File: config.mk
export PLATFORM = sky130hd
export DESIGN_NAME = tt_um_khc_index_decoder_flat
export DESIGN_NICKNAME = d
export VERILOG_FILES = /design/src/rtl/tt_um_khc_index_decoder_if.sv /design/src/rtl/tt_um_khc_index_decoder.sv /design/src/flat_wrapper.sv
export SDC_FILE = /design/constraint.sdc
export NUM_CORES = 1
export LEC_CHECK = 0
export ABC_AREA = 1
export CAP_MARGIN = 30
export CORE_UTILIZATION = 56
export CTS_BUF_LIST = sky130_fd_sc_hd__clkbuf_4 sky130_fd_sc_hd__clkbuf_8
export DETAILED_ROUTE_END_ITERATION = 6
export PLACE_DENSITY = 0.83
export SLEW_MARGIN = 20
export SYNTH_ARGS = -nofsm -noshare
export SYNTH_HDL_FRONTEND = slang
export SYNTH_SLANG_ARGS = --single-unit
File: constraint.sdc
create_clock -name clk -period 2.25 [get_ports clk]
set_input_delay 0.3375 -clock clk [delete_from_list [all_inputs] [get_ports clk]]
set_output_delay 0.3375 -clock clk [all_outputs]
set_load 0.01 [all_outputs]
File: src/rtl/tt_um_khc_index_decoder_if.sv
// TinyTapeout pin bundle for the KHC index decoder: dedicated inputs, bidir inputs,
// and the registered output / bidir output / output-enable buses.
`timescale 1ns/1ps
interface tt_um_khc_index_decoder_if;
    logic       ena;
    logic [7:0] ui_in;
    logic [7:0] uio_in;
    logic [7:0] uo_out;
    logic [7:0] uio_out;
    logic [7:0] uio_oe;

    modport master (
        output ena, ui_in, uio_in,
        input  uo_out, uio_out, uio_oe
    );

    modport slave (
        input  ena, ui_in, uio_in,
        output uo_out, uio_out, uio_oe
    );
endinterface

File: src/rtl/tt_um_khc_index_decoder.sv
// Index decoder: buffers priority-encoder codes in a FIFO and streams each back out as a
// 16-bit vector in two byte beats. Define KHC_DEC_THERMO_EN for thermometer instead of one-hot.
`timescale 1ns/1ps
module tt_um_khc_index_decoder #(
    parameter int FIFO_DEPTH = 4
) (
    input  logic clk,
    input  logic rst_n,
    tt_um_khc_index_decoder_if.slave bus
);
    localparam int PTR_W = $clog2(FIFO_DEPTH);
    localparam int CNT_W = PTR_W + 1;

    localparam logic [1:0] S_IDLE = 2'd0;
    localparam logic [1:0] S_LOW  = 2'd1;
    localparam logic [1:0] S_HIGH = 2'd2;

    logic w_in_valid;
    logic w_out_ready;
    logic w_err_clr;
    logic w_unused_uio;

    assign w_in_valid   = bus.uio_in[0];
    assign w_out_ready  = bus.uio_in[1];
    assign w_err_clr    = bus.uio_in[2];
    assign w_unused_uio = &{1'b0, bus.uio_in[7:3]};

    // FIFO entry: bit 4 marks the "no bit set" code, bits [3:0] hold the index.
    logic [4:0]       r_mem [FIFO_DEPTH];
    logic [PTR_W-1:0] r_wptr;
    logic [PTR_W-1:0] r_rptr;
    logic [CNT_W-1:0] r_count;
    logic [CNT_W-1:0] w_count_nxt;

    logic [1:0]  r_state;
    logic [1:0]  w_state_nxt;
    logic [15:0] r_vec;
    logic [15:0] w_vec_nxt;
    logic [7:0]  r_uo;
    logic        r_out_valid;
    logic        r_byte_sel;
    logic        r_fifo_empty;
    logic        r_err;
    logic        w_err_nxt;

    logic       w_full;
    logic       w_empty;
    logic       w_in_ready;
    logic       w_xfer;
    logic       w_code_ok;
    logic       w_push;
    logic       w_pop;
    logic [4:0] w_entry;

    function automatic logic [15:0] f_expand(input logic [4:0] ent);
        logic [15:0] v;
`ifdef KHC_DEC_THERMO_EN
        logic [16:0] t;
        t = (17'd1 << ({1'b0, ent[3:0]} + 5'd1)) - 17'd1;
        v = t[15:0];
`else
        v = 16'h0001 << ent[3:0];
`endif
        if (ent[4]) begin
            v = 16'h0000;
        end
        return v;
    endfunction

    function automatic logic [7:0] f_out_byte(input logic [1:0] st, input logic [15:0] vec);
        logic [7:0] b;
        case (st)
            S_LOW:   b = vec[7:0];
            S_HIGH:  b = vec[15:8];
            default: b = 8'h00;
        endcase
        return b;
    endfunction

    assign w_full     = (r_count == CNT_W'(FIFO_DEPTH));
    assign w_empty    = (r_count == '0);
    // rst_n gates in_ready so the pin reads 0 while reset is held
    assign w_in_ready = rst_n & bus.ena & ~w_full;
    assign w_xfer     = w_in_valid & w_in_ready;
    assign w_code_ok  = (bus.ui_in[7:4] == 4'h0) | (bus.ui_in == 8'hF0);
    assign w_push     = w_xfer & w_code_ok;
    assign w_entry    = {bus.ui_in[7], bus.ui_in[3:0]};

    always_comb begin
        w_pop       = 1'b0;
        w_state_nxt = r_state;
        w_vec_nxt   = r_vec;
        if (bus.ena) begin
            case (r_state)
                S_IDLE: begin
                    if (!w_empty) begin
                        w_pop       = 1'b1;
                        w_vec_nxt   = f_expand(r_mem[r_rptr]);
                        w_state_nxt = S_LOW;
                    end
                end
                S_LOW: begin
                    if (w_out_ready) begin
                        w_state_nxt = S_HIGH;
                    end
                end
                S_HIGH: begin
                    // Chain straight into the next code so beats stay gapless
                    if (w_out_ready) begin
                        if (!w_empty) begin
                            w_pop       = 1'b1;
                            w_vec_nxt   = f_expand(r_mem[r_rptr]);
                            w_state_nxt = S_LOW;
                        end else begin
                            w_state_nxt = S_IDLE;
                        end
                    end
                end
                default: w_state_nxt = S_IDLE;
            endcase
        end
    end

    always_comb begin
        w_count_nxt = r_count;
        if (w_push && !w_pop) begin
            w_count_nxt = r_count + 1'b1;
        end else if (!w_push && w_pop) begin
            w_count_nxt = r_count - 1'b1;
        end
    end

    // A clear and an invalid code on the same edge leave err set
    always_comb begin
        w_err_nxt = r_err;
        if (bus.ena && w_err_clr) begin
            w_err_nxt = 1'b0;
        end
        if (w_xfer && !w_code_ok) begin
            w_err_nxt = 1'b1;
        end
    end

    always_ff @(posedge clk or negedge rst_n) begin
        if (!rst_n) begin
            r_state      <= S_IDLE;
            r_count      <= '0;
            r_wptr       <= '0;
            r_rptr       <= '0;
            r_err        <= 1'b0;
            r_fifo_empty <= 1'b1;
            r_out_valid  <= 1'b0;
            r_byte_sel   <= 1'b0;
            r_uo         <= 8'h00;
        end else begin
            r_state      <= w_state_nxt;
            r_count      <= w_count_nxt;
            if (w_push) begin
                r_wptr <= r_wptr + 1'b1;
            end
            if (w_pop) begin
                r_rptr <= r_rptr + 1'b1;
            end
            r_err        <= w_err_nxt;
            r_fifo_empty <= (w_count_nxt == '0);
            r_out_valid  <= (w_state_nxt != S_IDLE);
            r_byte_sel   <= (w_state_nxt == S_HIGH);
            r_uo         <= f_out_byte(w_state_nxt, w_vec_nxt);
        end
    end

    // Storage carries no reset; the FSM never presents it before it is written
    always_ff @(posedge clk) begin
        if (w_push) begin
            r_mem[r_wptr] <= w_entry;
        end
        r_vec <= w_vec_nxt;
    end

    assign bus.uo_out  = r_uo;
    assign bus.uio_out = {1'b0, r_err, r_fifo_empty, r_byte_sel, r_out_valid, w_in_ready, 2'b00};
    assign bus.uio_oe  = 8'hFC;
endmodule

File: src/flat_wrapper.sv
// flat-port wrapper written by rule: the top's interface ports become plain ports
module tt_um_khc_index_decoder_flat 
#(
    parameter int FIFO_DEPTH = 4
)
  (clk, rst_n, bus_ena, bus_ui_in, bus_uio_in, bus_uo_out, bus_uio_out, bus_uio_oe);
  tt_um_khc_index_decoder_if bus_i ();
  input  logic clk;
  input  logic rst_n;
  input wire logic [$bits(bus_i.ena)-1:0] bus_ena;
  input wire logic [$bits(bus_i.ui_in)-1:0] bus_ui_in;
  input wire logic [$bits(bus_i.uio_in)-1:0] bus_uio_in;
  output wire logic [$bits(bus_i.uo_out)-1:0] bus_uo_out;
  output wire logic [$bits(bus_i.uio_out)-1:0] bus_uio_out;
  output wire logic [$bits(bus_i.uio_oe)-1:0] bus_uio_oe;
  assign bus_i.ena = bus_ena;
  assign bus_i.ui_in = bus_ui_in;
  assign bus_i.uio_in = bus_uio_in;
  assign bus_uo_out = bus_i.uo_out;
  assign bus_uio_out = bus_i.uio_out;
  assign bus_uio_oe = bus_i.uio_oe;
  tt_um_khc_index_decoder #(.FIFO_DEPTH(FIFO_DEPTH)) u_core (.clk(clk), .rst_n(rst_n), .bus(bus_i));
endmodule
-- After elaboration in Yosys (flattened, before gate mapping)
Memories as Yosys holds them, arrays and structs flattened.
Cells that the tools add are included.
- memories: 1
- register bits: 37
- logic and storage cells: 63
- bits of input ports: 19
- output and inout port bits: 24
- RAM bits: 20
- memories (name ; depth ; bits a word ; rd ports ; clocked after memory_dff ; write ports ; RTL line ; text):
    u_core.r_mem ; 4 ; 5 ; 1 ; 0 ; 1 ; tt_um_khc_index_decoder.sv:29 ; logic [4:0] r_mem [FIFO_DEPTH];
- bitwise logic cells: 6
- add/subtract/negate cells: 4
- shifts and indexed selects: 1
- equality and inequality tests: 6
- reductions and logical operators: 13
- mux-type cells: 22
- operators by type and width (cell ; number):
    $mux 16 ; 4
    $pmux 16 s2 ; 1
    $pmux 8 s2 ; 1
    $shl 1x4->16 const A ; 1
    $eq 8x8->1 const B ; 1
    $mux 1 ; 8
    $mux 2 ; 4
    $logic_not 3->1 ; 2
    $mux 3 ; 2
    $pmux 2 s3 ; 1
    $add 2x1->2 const B ; 2
    $and 1x1->1 ; 4
    $eq 2x1->1 const B ; 2
    $eq 2x2->1 const B ; 2
    $logic_and 1x1->1 ; 4
    $logic_not 4->1 ; 1
    $reduce_bool 2->1 ; 2
    $add 3x1->3 const B ; 1
    $eq 3x3->1 const B ; 1
    $logic_not 1->1 ; 3
    $sub 3x1->3 const B ; 1
    $logic_not 2->1 ; 1
    $pmux 1 s2 ; 1
    $not 1->1 ; 1
    $or 1x1->1 ; 1

-- Logic depth before layout (Yosys ltp)
Gate-level depths: netlist of the first run.
- depth after elaboration: 10
- depth in mapped cells: 12
- depth with buffers taken out: 12

-- Worst setup path before layout of the first run
OpenSTA, ideal clock, no wires.
- path kind: reg-to-reg
- start: register u_core.r_count[0]
- end: memory u_core.r_mem[0][0], enable pin
- period minus slack after synthesis: 1.767 ns
- data arrival time: 1.428 ns
- path buffers: 0
- library setup time: 0.339 ns
- stages on the path, launching flop included: 8
- setup slack: 0.483 ns
- required time: 1.911 ns
- cell sequence: dfrtp_1 inv_1 ha_1 nand2_1 inv_1 nor3b_4 nand2_4 nor2_1
- cells in the longest elaborated chain, start to end: 7
- ends and longest elaborated chain (item ; RTL line ; text):
    from (decl) ; tt_um_khc_index_decoder.sv:32 ; logic [CNT_W-1:0] r_count;
    from (signal assigned) ; tt_um_khc_index_decoder.sv:157 ; r_count <= w_count_nxt;
    $eq 3x3->1 ; tt_um_khc_index_decoder.sv:80 ; assign w_full = (r_count == CNT_W'(FIFO_DEPTH));
    $not 1->1 ; tt_um_khc_index_decoder.sv:83 ; assign w_in_ready = rst_n & bus.ena & ~w_full;
    $and 1x1->1 ; tt_um_khc_index_decoder.sv:83 ;
    $and 1x1->1 ; tt_um_khc_index_decoder.sv:84 ; assign w_xfer = w_in_valid & w_in_ready;
    $and 1x1->1 ; tt_um_khc_index_decoder.sv:86 ; assign w_push = w_xfer & w_code_ok;
    $mux 1 ; tt_um_khc_index_decoder.sv:174 ; if (w_push) begin
    $mux 1 (not written as such) ; tt_um_khc_index_decoder.sv:175 ; r_mem[r_wptr] <= w_entry;
    to (decl) ; tt_um_khc_index_decoder.sv:29 ;
Every way passes these cells.

-- Worst setup path in the final report of the first run
- start: register u_core.r_count[0]
- end: output port bus_uio_out[2]
- cells in the longest elaborated chain, start to end: 3
- ends and longest elaborated chain (item ; RTL line ; text):
    $eq 3x3->1 ; tt_um_khc_index_decoder.sv:80 ;
    $not 1->1 ; tt_um_khc_index_decoder.sv:83 ;
    $and 1x1->1 ; tt_um_khc_index_decoder.sv:83 ;
    to (decl) ; flat_wrapper.sv:14 ; output wire logic [$bits(bus_i.uio_out)-1:0] bus_uio_out;
Every way passes these cells.

==> impl_metrics.ini, run 1 <==
[status]
outcome = finished, final reports clean

[die]
die_w_um = 72.6
start_util_pct = 58.7
dieArea_sq_um = 5270
core_sq_um = 4750
die_h_um = 72.6
pin_count = 43
core.rowCount = 25

[worst_setup_path]
cp_top_family = buffers and inverters
cpMostUsedCell = inv_1
path_max_fanout = 3
reg2regPathDepth = 10
r2r_end = u_core.bus.uo_out[3]
r2r_start = u_core.r_rptr[0]
endpoint = bus_uio_out[2]
rrSetupSlack_ns = 0.29
max_stage_delay_ns = 0.55
endpoint_kind = output port
crit_buf_inv = 3
cp_slowest_cell = clkdlybuf4s50_1
worstSetupPathType = reg -> out
critPathLaunch = u_core.r_count[0]
crit_cells = 6
worstPathArrival_ns = 1.79
worstPathRequired_ns = 1.91
crit_path_start_kind = register
path_cells = inv_1 > ha_1 > nand2_1 > inv_1 > nor2_1 > clkdlybuf4s50_1

[placement]
hpwlAfterDp_um = 3660
placed_area_sq_um = 3040
port_buffers = 26
gp_congestion = 0.847

[power_and_ir_drop]
leakage_nw = 1.54
pwr-share-clk_pct = 28.2
p_int_mw = 2.17
p_switching_mw = 1.25
powerDensity_nw_per_um2 = 1060
swShare_pct = 36.6
power_frac_comb_pct = 32.2
seqPwrFrac_pct = 39.7
vdd_drop_max_mv = 0.566

[yosys]
synth_top_area_share_pct = 21.5
ys_warn_count = 0
avgSynthCellArea_sq_um = 8.77
synth_cell_types = 30
synth_area_sq_um = 2790
async_reset_ff_share_pct = 36.8
ys_ff_latch = 57
synth.most_common_cell = nand2_1
synth_edf_count = 20
yosysTopAreaCell = edfxtp_1
postSynthCellCount = 318
synth-seq-area-share_pct = 51.9
ys.flop_type = edfxtp_1
ys_top_cells_by_count = 102 x nand2_1, 32 x nand3_1, 27 x inv_1, 22 x nor2_1
synth_area_leaders = edfxtp_1 22%, dfrtp_1 18%, nand2_1 14%

[timing]
min_period_ns = 2.13
clock.fmax_ghz = 0.469
tns_ns = 0
finalHoldViolCount = 0
finalMaxSlewViolations = 0
setup_viol = 0
fin_crit_sh_pct = 94.7
rsz0062_at_grt = no
clock-skew-final_ns = 0.00746

[route]
wl_met3_um = 312
vias = 2105
met2WireLength_um = 2710
via_per_inst = 5.02
totalWireLength_um = 5270
top_layer = met4
dr.first_iter.drc_count = 176
drc = 0
antenna_left = 0
first_pass_iters = 5
wl_per_cell_um = 12.6
wl_met1_um = 2150

[cells_and_area]
final_net_count = 376
fill_cells = 375
syn_to_final_growth_pct = 16.3
antenna_cells = 0
multiInputGateArea_sq_um = 1070
fin_util_pct = 68.2
final_area_sq_um = 3240
ff_latch_area_sq_um = 1450
layout-drive-gt1-share_pct = 12.2

[clocking]
ctsHoldBuffers = 0
htree_levels = 3
clock-sinks = 57
insertion_delay_ns = 0.34
cts_resized = 0
cts_tree = done
clk_path_buf_depth = 2
numCtsBuffers = 9
post_cts_buffers = 0
clock_tree.root_cell = clkbuf_8
clk_pin_slew_ns = 0.07

[global_routing]
grt_antenna_before_repair = 0
grtUsageTotal_pct = 23.1
grt_max_degree = 22
grt_pass1_vias = 2030
grt_overflow_total = 0
grt_pass1_wl_um = 8980

[flow_run]
maxCapViolations = 0

[worst_hold_path]
min-delay-path-class = reg -> reg
==> logic make-up (layout without fill, tap and decap cells) <==
logic type / after synthesis / in the layout / share of synthesized area (%)
buffers and inverters: 56 / 81 / 10.9
AND/OR/NAND/NOR: 173 / 173 / 28.0
adder cells (fa/ha/maj): 10 / 10 / 4.49
XOR/XNOR: 3 / 3 / 0.942
flip-flops: 57 / 57 / 51.9
other: 2 / 11 / 0.269
AO/OA/AOI/OAI: 17 / 17 / 3.45
==> layer usage <==
layer	track usage, %	up-vias
li1	-	1044
met1	27.5	975
met2	38.9	77
met3	4.97	9
met4	12.6	0
met5	0	-
==> sequential cells by signal, indices dropped and copies added, names as in the netlist <==
| signal | cells |
|---|---|
| u_core.bus.uo_out | 8 |
| u_core.r_byte_sel | 1 |
| u_core.r_count | 3 |
| u_core.r_err | 1 |
| u_core.r_fifo_empty | 1 |
| u_core.r_mem | 20 |
| u_core.r_out_valid | 1 |
| u_core.r_rptr | 2 |
| u_core.r_state | 2 |
| u_core.r_vec | 16 |
| u_core.r_wptr | 2 |
==> cell usage in the layout, fill, tap and decap left out, types with 11 or more instances in the layout <==
cell type        instances
nand3_1                 32
dfrtp_1                 20
clkbuf_8                11
inv_1                   27
dfxtp_1                 16
edfxtp_1                20
nor2_1                  22
conb_1                  11
clkdlybuf4s50_1         26
nand2_1                102
==> stage by stage <==
stage	hold slack [ns]	setup WS, ns	cells	power (mW)
2_1_floorplan	0.0419	0.483	327	2.25
3_3_place_gp	0.434	0.0792	403	2.41
5_1_grt	0.470	0.00177	419	3.65
3_5_place_dp	0.438	0.0268	403	2.46
6_report	0.457	0.120	419	3.43
4_1_cts	0.456	0.0967	419	3.43
==> power by group through the flow <==
| stage | clock (mW) | sequential [mW] | combinational (mW) |
|---|---|---|---|
| global placement | 0 | 1.37 | 1.04 |
| floorplan | 0 | 1.32 | 0.934 |
| CTS | 0.976 | 1.36 | 1.10 |
| detailed placement | 0 | 1.38 | 1.08 |
| global route | 1.02 | 1.38 | 1.25 |
| finish | 0.965 | 1.36 | 1.10 |
==> cell type report <==
| type | instances | area share (%) |
|---|---|---|
| clock inverter | 5 | 1.66 |
| multi-input combinational | 214 | 33.0 |
| timing repair buffer | 34 | 9.88 |
| inverter | 31 | 3.59 |
| sequential | 57 | 44.6 |
| clock buffer | 11 | 4.67 |
| tap | 67 | 2.58 |
==> worst min path at each step <==
stage | from | endpoint | slack [ns] | cells after the start
floorplan | rst_n | u_core.bus.uo_out[0] | 0.04 | 0
global placement | u_core.r_vec[3] | u_core.r_vec[3] | 0.43 | 2
detailed placement | u_core.r_vec[15] | u_core.r_vec[15] | 0.44 | 2
CTS | u_core.r_vec[15] | u_core.r_vec[15] | 0.46 | 2
global route | u_core.r_vec[15] | u_core.r_vec[15] | 0.47 | 2
finish | u_core.r_vec[1] | u_core.r_vec[1] | 0.46 | 2
==> worst register-to-register path, delay by kind of cell (launching register included) <==
family	cells	cell delay (ns)
DFF	1	0.59
AOI/OAI and AO/OA	1	0.17
and+or+nand+nor	8	0.92
buffers and inverters	1	0.21
(Power assumes the default switching activity.)
==> run 2: changes to the inputs <==
--- a/config.mk
+++ b/config.mk
@@ -6,6 +6,7 @@
 export NUM_CORES = 1
 export LEC_CHECK = 0
 export ABC_AREA = 1
+export ABC_CLOCK_PERIOD_IN_PS = 2250
 export CAP_MARGIN = 30
 export CORE_UTILIZATION = 56
 export CTS_BUF_LIST = sky130_fd_sc_hd__clkbuf_4 sky130_fd_sc_hd__clkbuf_8
@@ -15,3 +16,4 @@
 export SYNTH_ARGS = -nofsm -noshare
 export SYNTH_HDL_FRONTEND = slang
 export SYNTH_SLANG_ARGS = --single-unit
+export TNS_END_PERCENT = 5
==> results of run 2 <==
The final DEF is identical to that of run 1; final timing and power are the same.
==> run 3: changes to the inputs <==
--- a/config.mk
+++ b/config.mk
@@ -12,7 +12,6 @@
 export CTS_BUF_LIST = sky130_fd_sc_hd__clkbuf_4 sky130_fd_sc_hd__clkbuf_8
 export DETAILED_ROUTE_END_ITERATION = 6
 export PLACE_DENSITY = 0.83
-export SLEW_MARGIN = 20
 export SYNTH_ARGS = -nofsm -noshare
 export SYNTH_HDL_FRONTEND = slang
 export SYNTH_SLANG_ARGS = --single-unit
==> results of run 3 <==
The final DEF is identical to that of run 1; final timing and power are the same.
